==> src/rtl/c2sif_arbiter.sv <==
// c2sif_arbiter: round-robin arbiter that shares one C2S 4-phase packet
// channel between NUM_REQ requesters, one packet in flight at a time.
// Optional build macro C2SIF_ARB_TIMEOUT_EN aborts a packet whose s_ack does
// not arrive within TIMEOUT_CYCLES and raises a sticky timeout_err.
module c2sif_arbiter #(
  parameter int unsigned NUM_REQ        = 4,
  parameter int unsigned DATA_SIZE      = 4,
  parameter int unsigned TIMEOUT_CYCLES = 1024
) (
  input  logic                          clk,
  input  logic                          rst,
  input  logic [NUM_REQ-1:0]            m_req,
  output logic [NUM_REQ-1:0]            m_ack,
  input  logic [NUM_REQ*32-1:0]         m_id,
  input  logic [NUM_REQ*32-1:0]         m_fn,
  input  logic [NUM_REQ*32-1:0]         m_addr,
  input  logic [NUM_REQ*DATA_SIZE*32-1:0] m_wdata,
  output logic [DATA_SIZE*32-1:0]       m_rdata,
  output logic [31:0]                   m_ret,
  output logic                          s_req,
  input  logic                          s_ack,
  output logic [31:0]                   s_id,
  output logic [31:0]                   s_fn,
  output logic [31:0]                   s_addr,
  output logic [DATA_SIZE*32-1:0]       s_wdata,
  input  logic [DATA_SIZE*32-1:0]       s_rdata,
  input  logic [31:0]                   s_ret,
  output logic [$clog2(NUM_REQ)-1:0]    grant_idx,
  output logic                          busy,
  output logic                          timeout_err
);

  localparam int unsigned IDX_W = $clog2(NUM_REQ);
  localparam int unsigned DW    = DATA_SIZE * 32;

  // Reject configurations outside the supported range at elaboration.
  if (NUM_REQ < 2 || NUM_REQ > 8 || TIMEOUT_CYCLES == 0) begin : g_bad_params
    $error("c2sif_arbiter: unsupported parameter values");
  end

  typedef enum logic [1:0] {IDLE, REQ, RELEASE} state_t;

  state_t               state, state_n;
  logic [IDX_W-1:0]     ptr, ptr_n;
  logic [IDX_W-1:0]     grant_n;
  logic [NUM_REQ-1:0]   ack_n;
  logic                 s_req_n, busy_n;
  logic [31:0]          id_n, fn_n, addr_n, ret_n;
  logic [DW-1:0]        wdata_n, rdata_n;
  logic                 win_vld;
  logic [IDX_W-1:0]     win_idx, cand;
`ifdef C2SIF_ARB_TIMEOUT_EN
  logic [31:0]          cnt, cnt_n;
  logic                 terr_n;
`endif

  // Round-robin pick: first requesting port at or after the pointer.
  always_comb begin
    win_vld = 1'b0;
    win_idx = '0;
    cand    = '0;
    for (int unsigned k = 0; k < NUM_REQ; k++) begin
      cand = IDX_W'((32'(ptr) + k) % NUM_REQ);
      if (!win_vld && m_req[cand]) begin
        win_vld = 1'b1;
        win_idx = cand;
      end
    end
  end

  // Next-state and next-output logic for the relay FSM.
  always_comb begin
    state_n = state;
    ptr_n   = ptr;
    grant_n = grant_idx;
    ack_n   = m_ack;
    s_req_n = s_req;
    busy_n  = busy;
    id_n    = s_id;
    fn_n    = s_fn;
    addr_n  = s_addr;
    wdata_n = s_wdata;
    rdata_n = m_rdata;
    ret_n   = m_ret;
`ifdef C2SIF_ARB_TIMEOUT_EN
    cnt_n   = cnt;
    terr_n  = timeout_err;
`endif
    case (state)
      IDLE: begin
        // A lingering s_ack from the responder blocks a new grant.
        if (win_vld && !s_ack) begin
          state_n = REQ;
          grant_n = win_idx;
          s_req_n = 1'b1;
          busy_n  = 1'b1;
          id_n    = m_id[32'(win_idx)*32 +: 32];
          fn_n    = m_fn[32'(win_idx)*32 +: 32];
          addr_n  = m_addr[32'(win_idx)*32 +: 32];
          wdata_n = m_wdata[32'(win_idx)*DW +: DW];
`ifdef C2SIF_ARB_TIMEOUT_EN
          cnt_n   = '0;
`endif
        end
      end
      REQ: begin
`ifdef C2SIF_ARB_TIMEOUT_EN
        cnt_n = cnt + 32'd1;
`endif
        if (s_ack) begin
          state_n = RELEASE;
          s_req_n = 1'b0;
          ack_n   = NUM_REQ'(1) << grant_idx;
          rdata_n = s_rdata;
          ret_n   = s_ret;
        end
`ifdef C2SIF_ARB_TIMEOUT_EN
        else if (cnt == 32'(TIMEOUT_CYCLES - 1)) begin
          state_n = RELEASE;
          s_req_n = 1'b0;
          ack_n   = NUM_REQ'(1) << grant_idx;
          rdata_n = '0;
          ret_n   = 32'hFFFF_FFFF;
          terr_n  = 1'b1;
        end
`endif
      end
      RELEASE: begin
        // Both handshakes must be back to zero, in any order.
        if (!m_req[grant_idx] && !s_ack) begin
          state_n = IDLE;
          ack_n   = '0;
          busy_n  = 1'b0;
          ptr_n   = (grant_idx == IDX_W'(NUM_REQ - 1)) ? '0 : grant_idx + IDX_W'(1);
        end
      end
      default: state_n = IDLE;
    endcase
  end

  // State and registered outputs.
  always_ff @(posedge clk or posedge rst) begin
    if (rst) begin
      state     <= IDLE;
      ptr       <= '0;
      grant_idx <= '0;
      m_ack     <= '0;
      s_req     <= 1'b0;
      busy      <= 1'b0;
      s_id      <= '0;
      s_fn      <= '0;
      s_addr    <= '0;
      s_wdata   <= '0;
      m_rdata   <= '0;
      m_ret     <= '0;
    end else begin
      state     <= state_n;
      ptr       <= ptr_n;
      grant_idx <= grant_n;
      m_ack     <= ack_n;
      s_req     <= s_req_n;
      busy      <= busy_n;
      s_id      <= id_n;
      s_fn      <= fn_n;
      s_addr    <= addr_n;
      s_wdata   <= wdata_n;
      m_rdata   <= rdata_n;
      m_ret     <= ret_n;
    end
  end

`ifdef C2SIF_ARB_TIMEOUT_EN
  // Wait counter and sticky timeout flag.
  always_ff @(posedge clk or posedge rst) begin
    if (rst) begin
      cnt         <= '0;
      timeout_err <= 1'b0;
    end else begin
      cnt         <= cnt_n;
      timeout_err <= terr_n;
    end
  end
`else
  assign timeout_err = 1'b0;
`endif

endmodule

==> config.mk <==
export PLATFORM = sky130hd
export DESIGN_NAME = c2sif_arbiter
export DESIGN_NICKNAME = d
export VERILOG_FILES = /design/src/rtl/c2sif_arbiter.sv
export SDC_FILE = /design/constraint.sdc
export NUM_CORES = 1
export LEC_CHECK = 0
export ABC_AREA = 1
export BUFFER_PORTS_ARGS = -buffer_cell sky130_fd_sc_hd__buf_2
export CAP_MARGIN = 20
export CORE_AREA = 2 2 564 566
export CTS_CLUSTER_DIAMETER = 40
export DETAILED_ROUTE_END_ITERATION = 6
export DIE_AREA = 0 0 566 568
export PLACE_DENSITY_LB_ADDON = 0.1
export SYNTH_ARGS = -nofsm -noshare
export SYNTH_HDL_FRONTEND = slang
export SYNTH_SLANG_ARGS = --single-unit
==> constraint.sdc <==
create_clock -name clk -period 29.2 [get_ports clk]
set_clock_uncertainty 0.2 [all_clocks]
set_input_delay 0 -clock clk [delete_from_list [all_inputs] [get_ports clk]]
set_output_delay 0 -clock clk [all_outputs]
set_load 0.05 [all_outputs]
==> metrics.cfg, run 1 <==
[cells_and_area]
most-common-layout-cells=sky130_fd_sc_hd__nand2_1 (1,726), sky130_fd_sc_hd__dlygate4sd3_1 (1,685), sky130_fd_sc_hd__buf_2 (1,454)
layout.filler_cells=36600
share_of_post_route_cells_with_drive_strength_above_1=0.252
final_std_cell_area_no_fill_um2=58200
num-nets-final=7944
layout-area-overhead-vs-synth_pct=141
commonest_non_fill_non_tap_cell_in_the_layout=sky130_fd_sc_hd__nand2_1

[cts]
hold_fix_buffers_cts=1685
cts.htree.levels=4
cts_setup_buffers=0
clkSlewWorstSetupHoldPaths_ns=0.04
cts_tree=built
cts_root_buffer=sky130_fd_sc_hd__clkbuf_16
tritoncts_num_sinks=396
clock_latency_at_the_later_pin_of_the_worst_skew_pair_ns=0.79
numCtsBuffers=162
clk_path_buf_depth=4
ctsResizeCount=0

[timing]
slew_headroom=0.219
fin_crit_ns=7.18
timing.fmax_ghz=0.139
grt_setup_unrepaired=false
layout_worst_path_cycle_share=0.246
final-max-slew-violation-count=0
worst-slew-pin-transition_ns=1.17
finalSetupTns_ns=0
final_hold_viol_count=0
setup_violations=0
fin_worst_hold_slack_ns=0.0644

[place]
place_congestion=0.920
dpl-instance-area_um2=35800
dpl.hpwl_um=182000
place.port_buffers=1454

[hold_path]
hold_path_startpoint=m_wdata[438]
min-delay-path-class=input pin to flop

[floorplan]
design.die.area_um2=321000
initial_core_utilization=0.0763
number_of_i_o_pins=1456
coreArea_um2=316000
dieHeight_um=568
fp.dieW_um=566
floorplan.rows=207

[run]
max_cap_violations=0

[pwr]
vdd.ir_drop.worst_v=0.000184
internal_power_mw=4.10
power.share.combinational=0.659
sw_frac_of_total=0.486
power_per_unit_of_standard_cell_area_nw_per_um2=137
leak_pwr_nw=29.6
switchingPower_mw=3.88
seq_power_share=0.125
power_frac_clock=0.216

[worst_setup_path]
path_class=flop to flop
worst-path-max-fanout=243
cp_data_arrival_time_ns=7.70
timing.critical_path.slowest_stage_cell=sky130_fd_sc_hd__buf_4
endpoint_kind=flop
critical_path.reg2reg.startpoint=ptr[0]$_DFFE_PP0P_
worst_setup_path_startpoint=ptr[0]$_DFFE_PP0P_
timing.critical_path.cells=inv_4 -> nand2_1 -> nand3_1 -> nand2_1 -> nand2_1 -> nand3_4 -> nand3_4 -> buf_4 -> buf_4 -> buf_12 -> nand2_1 -> o21ai_1 -> dlygate4sd3_1 -> nand2_1 -> dlygate4sd3_1 -> nand3_1 -> dlygate4sd3_1
crit_path_start_kind=flop
most_used_cell_along_the_critical_path=sky130_fd_sc_hd__nand2_1
max_stage_delay_ns=0.78
cp_top_family=buffers and inverters
cp.buffers_inverters=7
worstPathRequired_ns=29.72

[route]
detailedRoute.firstIterationViolations=1785
detailedRoute.firstPassIterationCount=7
wl_per_cell_um=20.6
viasPerCell=3.34
vias=37500
drt_wl_total_um=231000
drtAntennaViolNets=0
drc=0

[yosys]
synthCells=3784
syn-mean-instance-area_um2=6.38
main_flop_type_after_synthesis=sky130_fd_sc_hd__dfrtp_1
asyncSetResetFlopFracSynth=1.00
synth_nets=4851
netlist.top_cell.by_area=sky130_fd_sc_hd__dfrtp_1
synth-edff-count=0
ys.warnings.count=0
ys_ff_latch=396
yosys-top-cells-area=sky130_fd_sc_hd__dfrtp_1 (41%), sky130_fd_sc_hd__nand2_1 (27%), sky130_fd_sc_hd__inv_1 (9.6%), sky130_fd_sc_hd__nand3_1 (6.5%), sky130_fd_sc_hd__o21ai_0 (4.3%)
ys_types=25
yosysTopAreaCellShare=0.411
synth.yosys.seq_area_share=0.411
area_of_the_mapped_netlist_um2=24100

[status]
outcome=completed

[global_routing]
global_route.overflow_total=0
first_global_vias=39800
pin_count_of_the_biggest_net_entering_global_routing=244
initial_antenna_violation_count=147
grt_usage=0.140
grt_pass1_wl_um=318000

-- cell usage after synthesis, types with 2 or more instances --
master	count
sky130_fd_sc_hd__o21ai_0	206
sky130_fd_sc_hd__buf_1	20
sky130_fd_sc_hd__buf_2	86
sky130_fd_sc_hd__clkbuf_1	118
sky130_fd_sc_hd__inv_2	6
sky130_fd_sc_hd__dfrtp_1	396
sky130_fd_sc_hd__a21oi_1	4
sky130_fd_sc_hd__nor2_2	3
sky130_fd_sc_hd__ha_1	4
sky130_fd_sc_hd__o21ai_1	97
sky130_fd_sc_hd__buf_4	12
sky130_fd_sc_hd__nand2_2	2
sky130_fd_sc_hd__nand2_1	1728
sky130_fd_sc_hd__buf_6	12
sky130_fd_sc_hd__nor2_1	4
sky130_fd_sc_hd__nand4_1	152
sky130_fd_sc_hd__inv_1	614
sky130_fd_sc_hd__nand3_1	313
-- worst register-to-register path, cell delays in order (launching register included) --
cell                            delay, ns
sky130_fd_sc_hd__dfrtp_1             0.52
sky130_fd_sc_hd__inv_4               0.20
sky130_fd_sc_hd__nand2_1             0.10
sky130_fd_sc_hd__nand3_1             0.12
sky130_fd_sc_hd__nand2_1             0.11
sky130_fd_sc_hd__nand2_1             0.15
sky130_fd_sc_hd__nand3_4             0.55
sky130_fd_sc_hd__nand3_4             0.56
sky130_fd_sc_hd__buf_4               0.62
sky130_fd_sc_hd__buf_4               0.81
sky130_fd_sc_hd__buf_12              0.71
sky130_fd_sc_hd__nand2_1             0.51
sky130_fd_sc_hd__o21ai_1             0.12
sky130_fd_sc_hd__dlygate4sd3_1       0.58
sky130_fd_sc_hd__nand2_1             0.05
sky130_fd_sc_hd__dlygate4sd3_1       0.60
sky130_fd_sc_hd__nand3_1             0.07
sky130_fd_sc_hd__dlygate4sd3_1       0.55
-- power groups by stage --
stage	clock network (mW)	registers [mW]	logic, mW
2_1_floorplan	0	1.83	1.64
3_3_place_gp	0	1.01	3.90
3_5_place_dp	0	1.01	3.89
4_1_cts	1.78	1.01	5.36
5_1_grt	1.81	1.04	5.78
6_report	1.72	1.00	5.27
-- layout make-up --
cell class                      instances  area (um2)  area share
Antenna cell                           44         110     0.00189
Clock buffer                          245        4840      0.0830
Clock inverter                         40         588      0.0101
Inverter                              621        2350      0.0404
Multi-Input combinational cell       2518       10800       0.185
Sequential cell                       396        9910       0.170
Tap cell                             4180        5230      0.0898
Timing Repair Buffer                 3178       24500       0.420
-- final timing paths --
check,endpoint,slack [ns],depth (start not counted)
setup / recovery,s_wdata[96]$_DFFE_PP0P_,22.02,17
hold / removal,s_wdata[54]$_DFFE_PP0P_,0.06,6
setup reg to reg,s_wdata[96]$_DFFE_PP0P_,22.02,17
hold reg to reg,m_rdata[93]$_DFFE_PP0P_,0.26,2
max in group asynchronous,s_wdata[118]$_DFFE_PP0P_,25.72,7
min in group asynchronous,m_rdata[4]$_DFFE_PP0P_,0.26,4
-- through the flow --
stage / worst slack [ns] / utilization / cells / total power [mW]
floorplan: 17.99 / - / 3784 / 3.46
global placement: 23.09 / 0.113 / 9206 / 4.91
detailed placement: 23.18 / 0.113 / 9208 / 4.90
CTS: 21.90 / 0.184 / 11200 / 8.15
global route: 21.30 / 0.184 / 11200 / 8.63
finish: 22.02 / 0.184 / 11200 / 7.99
-- flip-flops by register name, summed over array words and instances, names as in the netlist --
name       flops
ptr            2
s_fn          32
s_addr        32
m_rdata      128
s_id          32
m_ack          4
grant_idx      2
state          2
busy           1
s_wdata      128
m_ret         32
s_req          1
-- layer usage --
metal  routed length [um]  GRT usage  vias up
met5                  641          0        -
met4                 6850     0.0373      100
met3                25200     0.0657      413
met1                92500      0.161    17700
met2               106000      0.232     1379
li1                     -          -    17900
-- logic make-up after synthesis --
family / share of synthesized area
other: 0.000155
adder cells (fa/ha/maj): 0.00207
buffers and inverters: 0.146
flip-flops: 0.411
AO/OA/AOI/OAI: 0.0640
AND/OR/NAND/NOR: 0.377
Note: power is estimated with default switching activity, not from simulation.
==> run 2: changes to the inputs <==
--- a/config.mk
+++ b/config.mk
@@ -8,10 +8,10 @@
 export ABC_AREA = 1
 export BUFFER_PORTS_ARGS = -buffer_cell sky130_fd_sc_hd__buf_2
 export CAP_MARGIN = 20
-export CORE_AREA = 2 2 564 566
+export CORE_AREA = 2 2 565 567
 export CTS_CLUSTER_DIAMETER = 40
 export DETAILED_ROUTE_END_ITERATION = 6
-export DIE_AREA = 0 0 566 568
+export DIE_AREA = 0 0 567 569
 export PLACE_DENSITY_LB_ADDON = 0.1
 export SYNTH_ARGS = -nofsm -noshare
 export SYNTH_HDL_FRONTEND = slang
==> constraint.sdc (replaced) <==
create_clock -name clk -period 6.5 [get_ports clk]
set_clock_uncertainty 0.2 [all_clocks]
set_input_delay 0 -clock clk [delete_from_list [all_inputs] [get_ports clk]]
set_output_delay 0 -clock clk [all_outputs]
set_load 0.05 [all_outputs]
==> metrics.cfg, run 2 (synthesized netlist as in run 1, its figures left out) <==
[status]
outcome=completed

[route]
drtAntennaViolNets=0  ; unchanged
viasPerCell=3.35  ; +0.33%
drc=0  ; unchanged
wl_per_cell_um=20.7  ; +0.76%
vias=37300  ; -0.54%
detailedRoute.firstPassIterationCount=5  ; -2
detailedRoute.firstIterationViolations=1667  ; -6.6%
drt_wl_total_um=230000  ; -0.12%

[worst_setup_path]
timing.critical_path.slowest_stage_cell=sky130_fd_sc_hd__dlygate4sd3_1
most_used_cell_along_the_critical_path=sky130_fd_sc_hd__nand2_1
worstRegToRegCells=18  ; +1
endpoint_kind=flop
cp.depth=18  ; +1
worstPathRequired_ns=6.97  ; -22.75 ns
timing.critical_path.cells=inv_4 -> nand2_1 -> nand2_2 -> nand2_1 -> nand2_1 -> nand2_1 -> nand2_1 -> nand2_8 -> nand3_4 -> buf_12 -> buf_16 -> nand2_1 -> o21ai_0 -> dlygate4sd3_1 -> nand2_1 -> dlygate4sd3_1 -> nand3_1 -> dlygate4sd3_1
path_class=flop to flop
cp_top_family=buffers and inverters
cp_data_arrival_time_ns=6.53  ; -1.17 ns
crit_path_start_kind=flop
cp.buffers_inverters=6  ; -1
worst-path-max-fanout=221  ; -9.1%
max_stage_delay_ns=0.60  ; -0.18 ns

[timing]
worst-slew-pin-transition_ns=1.13  ; -0.0385 ns
final_hold_viol_count=0  ; unchanged
slew_headroom=0.244  ; +0.0257
finalSetupTns_ns=0  ; unchanged
grt_setup_unrepaired=false
timing.fmax_ghz=0.165  ; +19%
setup_violations=0  ; unchanged
layout_worst_path_cycle_share=0.932  ; +0.686
final-max-slew-violation-count=0  ; unchanged
fin_crit_ns=6.06  ; -1.12 ns

[global_routing]
grt_pass1_wl_um=315000  ; -0.87%
initial_antenna_violation_count=154  ; +4.8%
grt_usage=0.139  ; -0.00161
met2_grt_util=0.233  ; +0.000990
global_route.usage.met3=0.0592  ; -0.00650
first_global_vias=39000  ; -2.0%
grt_busiest_layer=met2
pin_count_of_the_biggest_net_entering_global_routing=222  ; -9.0%
global_route.overflow_total=0  ; unchanged
grt_util_met1=0.162  ; +0.00142

[pwr]
power.share.combinational=0.674  ; +0.015
switchingPower_mw=17.5  ; +350%
vdd.ir_drop.worst_v=0.000856  ; +370%
internal_power_mw=17.7  ; +330%
power_frac_clock=0.200  ; -0.016
sw_frac_of_total=0.497  ; +0.0102
power_per_unit_of_standard_cell_area_nw_per_um2=617  ; +350%
total_power_mw=35.2  ; +340%
leak_pwr_nw=29.1  ; -1.7%
seq_power_share=0.127  ; +0.002

[cells_and_area]
commonest_non_fill_non_tap_cell_in_the_layout=sky130_fd_sc_hd__nand2_1
register_area_um2=9910  ; unchanged
instances_no_fill=11100  ; -0.87%
reg.largest.list=m_rdata (128), s_wdata (128)
multi_input_area_um2=10800  ; unchanged
num-nets-final=7854  ; -1.1%
layout.filler_cells=36700  ; +0.43%
layout-area-overhead-vs-synth_pct=136
share_of_post_route_cells_with_drive_strength_above_1=0.253  ; +0.00162
most-common-layout-cells=sky130_fd_sc_hd__nand2_1 (1,726), sky130_fd_sc_hd__dlygate4sd3_1 (1,606), sky130_fd_sc_hd__buf_2 (1,454)
final_std_cell_area_no_fill_um2=57000  ; -2.0%

[cts]
cts.htree.levels=4  ; unchanged
clock_latency_at_the_later_pin_of_the_worst_skew_pair_ns=0.77  ; -0.02 ns
clk_path_buf_depth=4  ; unchanged
cts_root_buffer=sky130_fd_sc_hd__clkbuf_16
numCtsBuffers=149  ; -8.0%
clkSlewWorstSetupHoldPaths_ns=0.04  ; about the same
tritoncts_num_sinks=396  ; unchanged
cts_tree=built
cts_setup_buffers=0  ; unchanged

[place]
dpl-instance-area_um2=36000  ; +0.35%
post-place-cells=9210  ; +0.022%
dpl.hpwl_um=182000  ; -0.33%
place_congestion=0.869  ; -5.5%
place.port_buffers=1454  ; unchanged

[floorplan]
floorplan.rows=207  ; unchanged
dieHeight_um=569  ; +0.18%
design.die.area_um2=323000  ; +0.35%
coreArea_um2=317000  ; +0.16%
fp.dieW_um=567  ; +0.18%
number_of_i_o_pins=1456  ; unchanged
initial_core_utilization=0.0762  ; -0.000125

[hold_path]
min-delay-path-class=input pin to flop
worstHoldPathCells=6  ; unchanged

[run]
max_cap_violations=0  ; unchanged

==> run 2: cell types whose count changed in the layout (fill, tap and decap cells not counted), sizes merged <==
cell,delta
buf,+2
dlygate4sd3,-79
clkinv,+3
bufinv,-7
clkbuf,-14
diode,-2
inv,-1
==> run 2: repair_timing <==
action	CTS	global route
endpoints found under the hold margin	758	0
setup endpoints to repair	0	1
gates resized for setup	0	1
hold buffers	1606	0
==> run 2: cell type report <==
| type | instances | area share |
|---|---|---|
| repair buffers | 3101 | 0.417 |
| multi-input cells | 2518 | 0.189 |
| flip-flops and latches | 396 | 0.174 |
| well taps | 4180 | 0.0917 |
| clock buffers | 231 | 0.0803 |
| inverters | 621 | 0.0411 |
| clock inverters | 35 | 0.00548 |
| diodes | 42 | 0.00184 |
==> run 2: through the flow <==
stage / hold WS, ns / utilization / worst slack [ns]
after floorplan: -0.0904 / - / 0.970
after global placement: -0.00108 / 0.113 / 1.65
after detailed placement: -0.00154 / 0.114 / 1.67
after CTS: 0.000506 / 0.180 / 0.522
after global routing: 0.0446 / 0.180 / 0.0559
final: 0.0601 / 0.180 / 0.442
==> run 2: worst paths after layout <==
check	from	end	slack (ns)
max	ptr[0]$_DFFE_PP0P_	s_wdata[127]$_DFFE_PP0P_	0.44
min	m_wdata[329]	s_wdata[73]$_DFFE_PP0P_	0.06
max reg2reg	ptr[0]$_DFFE_PP0P_	s_wdata[127]$_DFFE_PP0P_	0.44
min reg2reg	s_fn[0]$_DFFE_PP0P_	s_fn[0]$_DFFE_PP0P_	0.27
max in group asynchronous	rst	s_addr[24]$_DFFE_PP0P_	4.32
min in group asynchronous	rst	m_ret[6]$_DFFE_PP0P_	0.32
==> run 2: power by group through the flow <==
| stage | registers [mW] | clock network [mW] | logic (mW) |
|---|---|---|---|
| detailed placement | 4.50 | 0 | 17.7 |
| floorplan | 8.20 | 0 | 7.36 |
| finish | 4.46 | 7.02 | 23.7 |
| global placement | 4.50 | 0 | 17.7 |
| CTS | 4.49 | 7.26 | 24.0 |
| global route | 4.62 | 7.40 | 25.8 |
==> run 2: tightest hold or removal path, stage by stage <==
cell                            delay (ns)
sky130_fd_sc_hd__buf_2                0.08
sky130_fd_sc_hd__nand2_1              0.04
sky130_fd_sc_hd__o21ai_0              0.08
sky130_fd_sc_hd__nand2_1              0.11
sky130_fd_sc_hd__nand3_1              0.09
sky130_fd_sc_hd__dlygate4sd3_1        0.53
==> run 2: layer usage <==
| metal | wire length, um | up-vias |
|---|---|---|
| li1 | - | 17700 |
| met1 | 93800 | 17700 |
| met2 | 108000 | 1371 |
| met3 | 23100 | 407 |
| met4 | 4930 | 98 |
| met5 | 613 | - |
